`src/rtl/icache_pkg.sv`:
```
// Shared geometry constants and FSM state encoding for the instruction-cache refill path.
package icache_pkg;

  localparam int unsigned ADDR_WIDTH      = 32;
  localparam int unsigned LINE_BYTES      = 64;
  localparam int unsigned CACHE_SET       = 8;
  localparam int unsigned MEM_DATA_WIDTH  = 64;

  localparam int unsigned OFFSET_BITS     = $clog2(LINE_BYTES);
  localparam int unsigned SET_BITS        = $clog2(CACHE_SET);
  localparam int unsigned TAG_WIDTH       = ADDR_WIDTH - OFFSET_BITS - SET_BITS;
  localparam int unsigned MEM_BEATS       = LINE_BYTES * 8 / MEM_DATA_WIDTH;
  localparam int unsigned CACHELINE_WIDTH = LINE_BYTES * 8;

  typedef logic [2:0] state_t;

  localparam state_t StIdle   = 3'd0;
  localparam state_t StReq    = 3'd1;
  localparam state_t StFill   = 3'd2;
  localparam state_t StWrite  = 3'd3;
  localparam state_t StReplay = 3'd4;

endpackage

```
`src/rtl/icache_line_buf.sv`:
```
// Beat-addressed line assembly buffer; presents the whole line flat, beat k at [k*WIDTH +: WIDTH].
module icache_line_buf #(
  parameter  int unsigned BEATS = 8,
  parameter  int unsigned WIDTH = 64,
  localparam int unsigned IDX_W = $clog2(BEATS)
) (
  input  logic                   clk,
  input  logic                   rstn,
  input  logic                   wr_en,
  input  logic [IDX_W-1:0]       wr_idx,
  input  logic [WIDTH-1:0]       wr_data,
  output logic [BEATS*WIDTH-1:0] line
);

  logic [BEATS-1:0][WIDTH-1:0] beat_q;

  always_ff @(posedge clk or negedge rstn) begin
    if (!rstn) begin
      beat_q <= '0;
    end else if (wr_en) begin
      beat_q[wr_idx] <= wr_data;
    end
  end

  assign line = beat_q;

endmodule

```
`src/rtl/icache_refill_ctrl.sv`:
```
// Instruction-cache miss handler: requests a line, assembles MEM_BEATS beats, writes it back.
// Optional critical-word bypass under ICACHE_REFILL_BYPASS_EN (assumes 64-bit beats).
module icache_refill_ctrl
  import icache_pkg::*;
(
  input  logic                       clk,
  input  logic                       rstn,
  input  logic                       icacheflush,
  input  logic                       miss_valid,
  input  logic [ADDR_WIDTH-1:0]      miss_pc,
  output logic                       icachestop,
  output logic                       mem_req_valid,
  input  logic                       mem_req_ready,
  output logic [ADDR_WIDTH-1:0]      mem_req_addr,
  input  logic                       mem_rsp_valid,
  input  logic [MEM_DATA_WIDTH-1:0]  mem_rsp_data,
  output logic                       refill_valid,
  output logic [SET_BITS-1:0]        refill_set,
  output logic [TAG_WIDTH-1:0]       refill_tag,
  output logic [CACHELINE_WIDTH-1:0] refill_data,
  output logic                       byp_valid,
  output logic [31:0]                byp_inst
);

  localparam int unsigned     CNT_W     = $clog2(MEM_BEATS);
  localparam logic [CNT_W-1:0] LAST_BEAT = CNT_W'(MEM_BEATS - 1);

  state_t                  state_q, state_d;
  logic [CNT_W-1:0]        cnt_q, cnt_d;
  logic                    drop_q, drop_d;
  logic [ADDR_WIDTH-1:0]   pc_q, pc_d;
  logic                    beat_wr;

  always_ff @(posedge clk or negedge rstn) begin
    if (!rstn) begin
      state_q <= StIdle;
      cnt_q   <= '0;
      drop_q  <= 1'b0;
      pc_q    <= '0;
    end else begin
      state_q <= state_d;
      cnt_q   <= cnt_d;
      drop_q  <= drop_d;
      pc_q    <= pc_d;
    end
  end

  always_comb begin
    state_d = state_q;
    cnt_d   = cnt_q;
    drop_d  = drop_q;
    pc_d    = pc_q;
    beat_wr = 1'b0;
    unique case (state_q)
      StIdle: begin
        if (miss_valid && !icacheflush) begin
          pc_d    = miss_pc;
          state_d = StReq;
        end
      end
      StReq: begin
        // A flush on the handshake cycle cannot cancel the issued read; drain it instead.
        if (mem_req_ready) begin
          state_d = StFill;
          cnt_d   = '0;
          drop_d  = icacheflush;
        end else if (icacheflush) begin
          state_d = StIdle;
        end
      end
      StFill: begin
        if (icacheflush) drop_d = 1'b1;
        if (mem_rsp_valid) begin
          beat_wr = 1'b1;
          cnt_d   = cnt_q + 1'b1;
          if (cnt_q == LAST_BEAT) state_d = (drop_q || icacheflush) ? StIdle : StWrite;
        end
      end
      StWrite:  state_d = StReplay;
      StReplay: state_d = StIdle;
      default:  state_d = StIdle;
    endcase
  end

  icache_line_buf #(
    .BEATS (MEM_BEATS),
    .WIDTH (MEM_DATA_WIDTH)
  ) u_line_buf (
    .clk     (clk),
    .rstn    (rstn),
    .wr_en   (beat_wr),
    .wr_idx  (cnt_q),
    .wr_data (mem_rsp_data),
    .line    (refill_data)
  );

  assign icachestop    = (state_q != StIdle);
  assign mem_req_valid = (state_q == StReq);
  assign refill_valid  = (state_q == StWrite);
  assign mem_req_addr  = {pc_q[ADDR_WIDTH-1:OFFSET_BITS], {OFFSET_BITS{1'b0}}};
  assign refill_set    = pc_q[OFFSET_BITS +: SET_BITS];
  assign refill_tag    = pc_q[ADDR_WIDTH-1 -: TAG_WIDTH];

  logic unused_pc;
`ifdef ICACHE_REFILL_BYPASS_EN
  logic byp_hit;
  assign byp_hit   = (state_q == StFill) && mem_rsp_valid && !drop_q && !icacheflush &&
                     (cnt_q == pc_q[OFFSET_BITS-1:3]);
  assign byp_valid = byp_hit;
  assign byp_inst  = !byp_hit ? 32'h0 : (pc_q[2] ? mem_rsp_data[63:32] : mem_rsp_data[31:0]);
  assign unused_pc = ^pc_q[1:0];
`else
  assign byp_valid = 1'b0;
  assign byp_inst  = 32'h0;
  assign unused_pc = ^pc_q[OFFSET_BITS-1:0];
`endif

`ifndef SYNTHESIS
  // Memory cannot be stalled, so a beat outside FILL means it was lost.
  rsp_only_in_fill: assert property (@(posedge clk) disable iff (!rstn)
    mem_rsp_valid |-> (state_q == StFill));
`endif

endmodule

```
`config.mk`:
```
export PLATFORM = sky130hd
export DESIGN_NAME = icache_refill_ctrl
export DESIGN_NICKNAME = d
export VERILOG_FILES = /design/src/rtl/icache_pkg.sv /design/src/rtl/icache_line_buf.sv /design/src/rtl/icache_refill_ctrl.sv
export SDC_FILE = /design/constraint.sdc
export NUM_CORES = 1
export LEC_CHECK = 0
export BUFFER_PORTS_ARGS = -buffer_cell sky130_fd_sc_hd__buf_2
export CAP_MARGIN = 10
export CORE_AREA = 2 2 276 278
export CTS_BUF_LIST = sky130_fd_sc_hd__clkbuf_16
export DETAILED_ROUTE_END_ITERATION = 7
export DIE_AREA = 0 0 278 280
export PLACE_DENSITY = 0.49
export RECOVER_POWER = 100
export SLEW_MARGIN = 25
export SYNTH_ARGS = -nofsm -noshare
export SYNTH_HDL_FRONTEND = slang
export SYNTH_SLANG_ARGS = --single-unit
```
`constraint.sdc`:
```
create_clock -name clk -period 3.31 [get_ports clk]
set_input_delay 0.331 -clock clk [delete_from_list [all_inputs] [get_ports clk]]
set_output_delay 0.331 -clock clk [all_outputs]
set_load 0.05 [all_outputs]
```
==> summary.txt, run 1 <==
STA
  – Unrepaired setup endpoints after global routing: false
  – Clock Skew: 0.0220 ns
  – Post-route clock period utilization: 85.6%
  – Setup TNS: 0 ns
  – # setup viols final: 0
  – Fmax: 353 MHz
  – Slew margin rel.: -56.1%
  – Tmin final: 2.83 ns
  – Final Slew Violations: 72
  – Fin. Hold Viols: 0
  – Worst slew pin tran: 2.34 ns

Final layout
  – Flip-flop and latch area: 0.0136 mm^2
  – Fill cells: 7,656
  – Final net count: 2,050
  – Syn-to-layout area delta: 25.9%
  – Multi-input gate area: 0.00651 mm^2
  – Non-filler cells, final: 2,970
  – Layout cells sized above 1: 36.8%

Global route
  – Largest net degree at the start of global routing: 86
  – Antenna violations before repair: 1
  – GR Util All Layers: 15.8%
  – Total congestion overflow: 0
  – Vias in the first global route: 13,788
  – First-pass GRT wire length: 93,100 um

Place
  – PortBufs: 662
  – Gpl congestion: 0.776
  – Dpl cells: 2,833
  – Post-DP HPWL: 42,800 um

Run status
  – Failing checks: max-capacitance violations, max-slew violations
  – Outcome: finished, violations left

Clock network
  – # resized after CTS: 0
  – CTS clk-pin slew, worst paths: 0.06 ns
  – Clk_lat worst skew: 0.61 ns
  – Clock Tree Root: clkbuf_16
  – CTS tree: built
  – Clock sinks: 545
  – Post-CTS Setup Bufs: 0
  – Clock Path Buffers: 3
  – Max H-tree Level: 2
  – Num CTS Buffers: 61

Yosys
  – Seq/Total Area, Yosys: 65.2%
  – #FFs+latches synth: 545
  – Syn Inst Count: 1,248
  – Count leader, synth: dfrtp_1
  – Post-Syn Area per Cell: 16.8 um^2
  – Synth Cell Area: 0.0209 mm^2
  – Post-synth EDFFs: 0
  – Top cells by area, synth: dfrtp_1, mux2_2, buf_4
  – Async S/R FF share, synth: 100%
  – Area leader, netlist: dfrtp_1
  – Most used DFF post-synth: dfrtp_1
  – Synth Warn #: 0
  – Share of the synthesized area in the top cell type: 65.2%
  – Netlist cell types: 32
  – Top cell types by occurrence after synthesis: dfrtp_1, mux2_2, buf_4

Critical path
  – Critical-path cell list: and4bb_1 -> nand4b_1 -> clkbuf_4 -> mux2_2
  – Critical path startpoint category: flop
  – Crit end category: flop
  – Slowest-stage cell, CP: clkbuf_4
  – Worst endpoint required time: 3.80 ns
  – Critical path class: flop to flop
  – Crit-path max cell delay: 0.77 ns
  – Crit-path max FO: 64
  – CP Data Arrival Time: 3.32 ns

Drt
  – Routed Antenna Nets: 0
  – Drt first pass iters: 4
  – Wire length per cell: 21.5 um
  – Via-to-Cell Ratio: 4.44
  – Via count: 13,198
  – DRT iter0 DRCs: 368
  – DRC: 0
  – Routed WL: 63,800 um

Pwr
  – Peak supply drop: 0.648 mV
  – Power per Cell Area: 1170 mW/mm^2
  – Leak pwr: 12.6 nW
  – Power Total: 30.9 mW

Run
  – Max Cap Violations: 1

Floorplanning
  – I/O Pins: 708
  – Die Area: 0.0778 mm^2
  – Die H: 280 um
  – Rows: 101
  – Core area: 0.0752 mm^2
  – Initial Util: 27.8%
  – Die width: 278 um

Hold path
  – Worst min path class: input port to flop
## path summary, 6_finish.rpt
| check | startpoint | cells past startpoint | slack [ns] | to |
|---|---|---|---|---|
| worst min register to register | u_line_buf.line[213]$_DFFE_PN0P_ | 1 | 0.49 | u_line_buf.line[213]$_DFFE_PN0P_ |
| worst max-delay path | state_q[0]$_DFFE_PN0P_ | 4 | 0.48 | u_line_buf.line[417]$_DFFE_PN0P_ |
| worst min-delay path | mem_rsp_valid | 3 | 0.05 | state_q[0]$_DFFE_PN0P_ |
| worst max register to register | state_q[0]$_DFFE_PN0P_ | 4 | 0.48 | u_line_buf.line[417]$_DFFE_PN0P_ |
| max in group asynchronous | rstn | 3 | 0.75 | u_line_buf.line[308]$_DFFE_PN0P_ |
| min in group asynchronous | rstn | 2 | 0.98 | pc_q[24]$_DFFE_PN0P_ |
## area by class of cell
class	count	share of cell area (%)
flip-flops and latches	545	51.8
well taps	978	4.64
clock buffers	63	5.98
inverters	1	0.0142
diodes	1	0.00950
clock inverters	45	0.879
multi-input cells	617	24.7
repair buffers	720	12.0
## placed cells by master (no fill, tap or decap), types with 3 or more instances in the layout
| master | n |
|---|---|
| mux2_1 | 10 |
| dlygate4sd3_1 | 28 |
| dfrtp_1 | 545 |
| buf_4 | 8 |
| buf_12 | 7 |
| conb_1 | 39 |
| clkbuf_16 | 63 |
| nor2b_1 | 3 |
| inv_1 | 17 |
| buf_2 | 97 |
| nor2_1 | 5 |
| clkinv_2 | 8 |
| clkinvlp_4 | 3 |
| clkbuf_2 | 5 |
| mux2_2 | 529 |
| clkinv_1 | 14 |
| clkbuf_1 | 572 |
## registers in the layout, summed over array words and instances, names as in the netlist
register / flops
cnt_q: 3
drop_q: 1
pc_q: 26
state_q: 3
u_line_buf.line: 512
## report_power, final
group / switching [mW] / leakage [nW] / internal [mW] / total (mW)
Sequential: 1.26 / 7.22 / 8.97 / 10.2
Clock: 2.70 / 0.943 / 3.48 / 6.18
Combinational: 11.5 / 4.45 / 2.92 / 14.5
## routing by layer
metal | GRT usage, % | share of wire (%) | vias to the layer above
li1 | - | - | 5722
met1 | 18.3 | 39 | 6944
met2 | 28.3 | 52 | 427
met3 | 4.05 | 6.0 | 105
met4 | 5.74 | 3.1 | 0
met5 | 0 | 0 | -
## per-stage QoR
step | instance area [um^2] | setup WS [ns] | util [%] | hold WS (ns)
after floorplan | 21100 | 1.60 | - | 0.0354
after global placement | 25100 | 0.779 | 33.4 | 0.408
after detailed placement | 25100 | 0.702 | 33.4 | 0.408
after CTS | 27200 | 0.686 | 36.1 | 0.000808
after global routing | 26300 | 0.293 | 35.0 | 0.0291
final | 26300 | 0.476 | 35.0 | 0.0495
## cell families after synthesis
family | Yosys count | share of synthesized area, %
other cells | 1 | 0.0179
buf+inv | 124 | 4.49
mux | 539 | 29.0
flops | 545 | 65.2
fa+ha+maj | 2 | 0.120
compound gates | 8 | 0.257
simple gates | 29 | 0.945
## what timing repair did
item,4_1_cts,5_1_grt
hold endpoints to repair,87,0
endpoints found under the setup margin,0,0
hold buffers,28,0
## worst max-delay path, delay by kind of cell, from the launching register on
family	cells	cell delay, ns
muxes	1	0.56
and+or+nand+nor	2	0.83
DFF	1	0.48
buffers and inverters	1	0.77
(Power assumes the default switching activity.)
==> run 2: changes to the inputs <==
==> constraint.sdc (replaced) <==
create_clock -name clk -period 3.31 [get_ports clk]
set_input_delay 0.8275 -clock clk [delete_from_list [all_inputs] [get_ports clk]]
set_output_delay 0.8275 -clock clk [all_outputs]
set_load 0.05 [all_outputs]
==> run 2 against run 1 <==
  * Core utilization hardly changed
  * Hold slack better by 0.42 ns
  * Worst setup slack gained 0.042 ns
  * Via count fell by 0.64%
  * Clock skew decreased by 0.0011 ns
  * Wire length rose by 0.44%
  * Sequential cell count stayed put
  * Power is 2.0% higher
  * The run still ends with max-capacitance violations, max-slew violations left
  * Maximum frequency increased by 1.5%
==> summary.txt, run 2 (same netlist as run 1, synthesis figures left out) <==
Clock network
  – Clock Path Buffers: 3 (unchanged)
  – Num CTS Buffers: 66 (+8.2%)
  – Clk_lat worst skew: 0.59 ns (-0.02 ns)
  – CTS tree: built
  – Max H-tree Level: 3 (+1)
  – Post-CTS Setup Bufs: 0 (unchanged)
  – Clock Tree Root: clkbuf_16
  – Clock sinks: 545 (unchanged)
  – # resized after CTS: 0 (unchanged)
  – CTS clk-pin slew, worst paths: 0.06 ns (about the same)
  – Hold-fix buffers, CTS: 0 (-100%)

Critical path
  – Critical path startpoint category: flop
  – CP Data Arrival Time: 1.96 ns (-1.36 ns)
  – Crit end category: output port
  – Worst endpoint required time: 2.48 ns (-1.32 ns)
  – Crit-path max FO: 8 (-88%)
  – Critical path class: flop to output port

Drt
  – DRC: 0 (unchanged)
  – Via count: 13,114 (-0.64%)
  – Routed Antenna Nets: 0 (unchanged)
  – Drt first pass iters: 4 (unchanged)
  – Wire length per cell: 21.7 um (+1.0%)
  – Via-to-Cell Ratio: 4.44 (about the same)
  – Routed WL: 64,100 um (+0.44%)
  – DRT iter0 DRCs: 505 (+37%)

Global route
  – Met2 Usage GRT: 28.1% (-0.19 points)
  – Antenna violations before repair: 1 (unchanged)
  – Largest net degree at the start of global routing: 98 (+14%)
  – First-pass GRT wire length: 93,500 um (+0.41%)
  – Met1 Track Usage GR: 18.7% (+0.37 points)
  – GR Util All Layers: 16.1% (+0.23 points)
  – Met3 Usage GRT: 4.45% (+0.41 points)
  – Gr busiest metal: met2
  – Total congestion overflow: 0 (unchanged)
  – Vias in the first global route: 13,872 (+0.61%)

Place
  – Gpl congestion: 0.754 (-2.8%)
  – PortBufs: 662 (unchanged)
  – Post-DP HPWL: 43,300 um (+1.1%)
  – Dpl cells: 2,835 (+0.071%)

Final layout
  – Flip-flop and latch area: 0.0136 mm^2 (unchanged)
  – Non-filler cells, final: 2,952 (-0.61%)
  – Layout cells sized above 1: 37.7% (+0.89 points)
  – Final net count: 2,029 (-1.0%)
  – Syn-to-layout area delta: 25.8% (about the same)
  – Multi-input gate area: 0.00650 mm^2 (about the same)
  – Fill cells: 7,599 (-0.74%)
  – Max reg flops: 512 (unchanged)
  – Most frequent cells in the layout: clkbuf_1, dfrtp_1, mux2_2
  – Most common cell after layout, fill and taps aside: clkbuf_1

Floorplanning
  – Initial Util: 27.8% (unchanged)
  – Die H: 280 um (unchanged)
  – Die Area: 0.0778 mm^2 (unchanged)
  – Rows: 101 (unchanged)
  – Die width: 278 um (unchanged)
  – I/O Pins: 708 (unchanged)
  – Core area: 0.0752 mm^2 (unchanged)

STA
  – Worst slew pin tran: 1.88 ns (-0.462 ns)
  – Fmax: 358 MHz (+1.5%)
  – Final Slew Violations: 77 (+6.9%)
  – Fin. Hold Viols: 0 (unchanged)
  – Post-route clock period utilization: 84.4% (-1.3 points)
  – Clock Skew: 0.0208 ns (-0.00114 ns)
  – Slew margin rel.: -25.3% (+31 points)
  – Unrepaired setup endpoints after global routing: false
  – Hold Worst Slack: 0.467 ns (+0.417 ns)
  – Setup TNS: 0 ns (unchanged)
  – # setup viols final: 0 (unchanged)
  – Tmin final: 2.79 ns (-0.0419 ns)

Hold path
  – Worst min path class: input port to flop

Pwr
  – Leak pwr: 12.6 nW (about the same)
  – Power per Cell Area: 1200 mW/mm^2 (+2.1%)
  – Peak supply drop: 0.671 mV (+3.6%)

Run status
  – Outcome: finished, violations left
  – Failing checks: max-capacitance violations, max-slew violations

Run
  – Max Cap Violations: 2 (+1)
==> run 2: cell type report <==
| type | instances | area share (%) |
|---|---|---|
| Clock inverter | 48 | 1.25 |
| Antenna cell | 1 | 0.00950 |
| Clock buffer | 68 | 6.46 |
| Inverter | 1 | 0.0143 |
| Sequential cell | 545 | 51.8 |
| Multi-Input combinational cell | 617 | 24.7 |
| Timing Repair Buffer | 694 | 11.1 |
| Tap cell | 978 | 4.65 |
==> run 2: where the power goes <==
part,internal [mW],leakage (nW),switching [mW]
Clock,3.96,1.04,2.87
Sequential,8.97,7.22,1.24
Combinational,2.89,4.35,11.5
Total,15.8,12.6,15.7
==> run 2: metrics by stage <==
stage | utilization [%] | setup WS (ns) | power (mW) | cell area, um^2
finish | 35.0 | 0.518 | 31.5 | 26300
global route | 35.0 | 0.363 | 32.9 | 26300
CTS | 36.2 | 0.703 | 32.6 | 27200
detailed placement | 33.5 | 0.536 | 25.5 | 25200
global placement | 33.5 | 0.579 | 25.4 | 25200
floorplan | - | 1.26 | 21.7 | 21100
==> run 2: worst max-delay path: stages, from the launching register on <==
cell and delay, ns:
dfrtp_1 0.44, nor2_1 0.25, and2_1 0.16, clkbuf_1 0.53
==> run 2: final timing paths <==
check                                                 start                          endpoint  slack (ns)  cells after the start
setup reg to reg                     state_q[0]$_DFFE_PN0P_  u_line_buf.line[340]$_DFFE_PN0P_        0.54                      4
setup / recovery                     state_q[1]$_DFFE_PN0P_                     mem_req_valid        0.52                      3
hold reg to reg            u_line_buf.line[149]$_DFFE_PN0P_  u_line_buf.line[149]$_DFFE_PN0P_        0.49                      1
hold / removal                                   miss_pc[7]               pc_q[7]$_DFFE_PN0P_        0.47                      2
max in group asynchronous                              rstn  u_line_buf.line[390]$_DFFE_PN0P_        0.76                      2
min in group asynchronous                              rstn              pc_q[12]$_DFFE_PN0P_        0.74                      1
==> run 2: layer usage <==
layer  part of all wire [%]  wire, um  up-vias
met5                      0         0        -
met4                    3.4      2180        0
met3                    6.3      4050      118
met2                     51     32700      441
met1                     39     25100     6857
li1                       -         -     5698
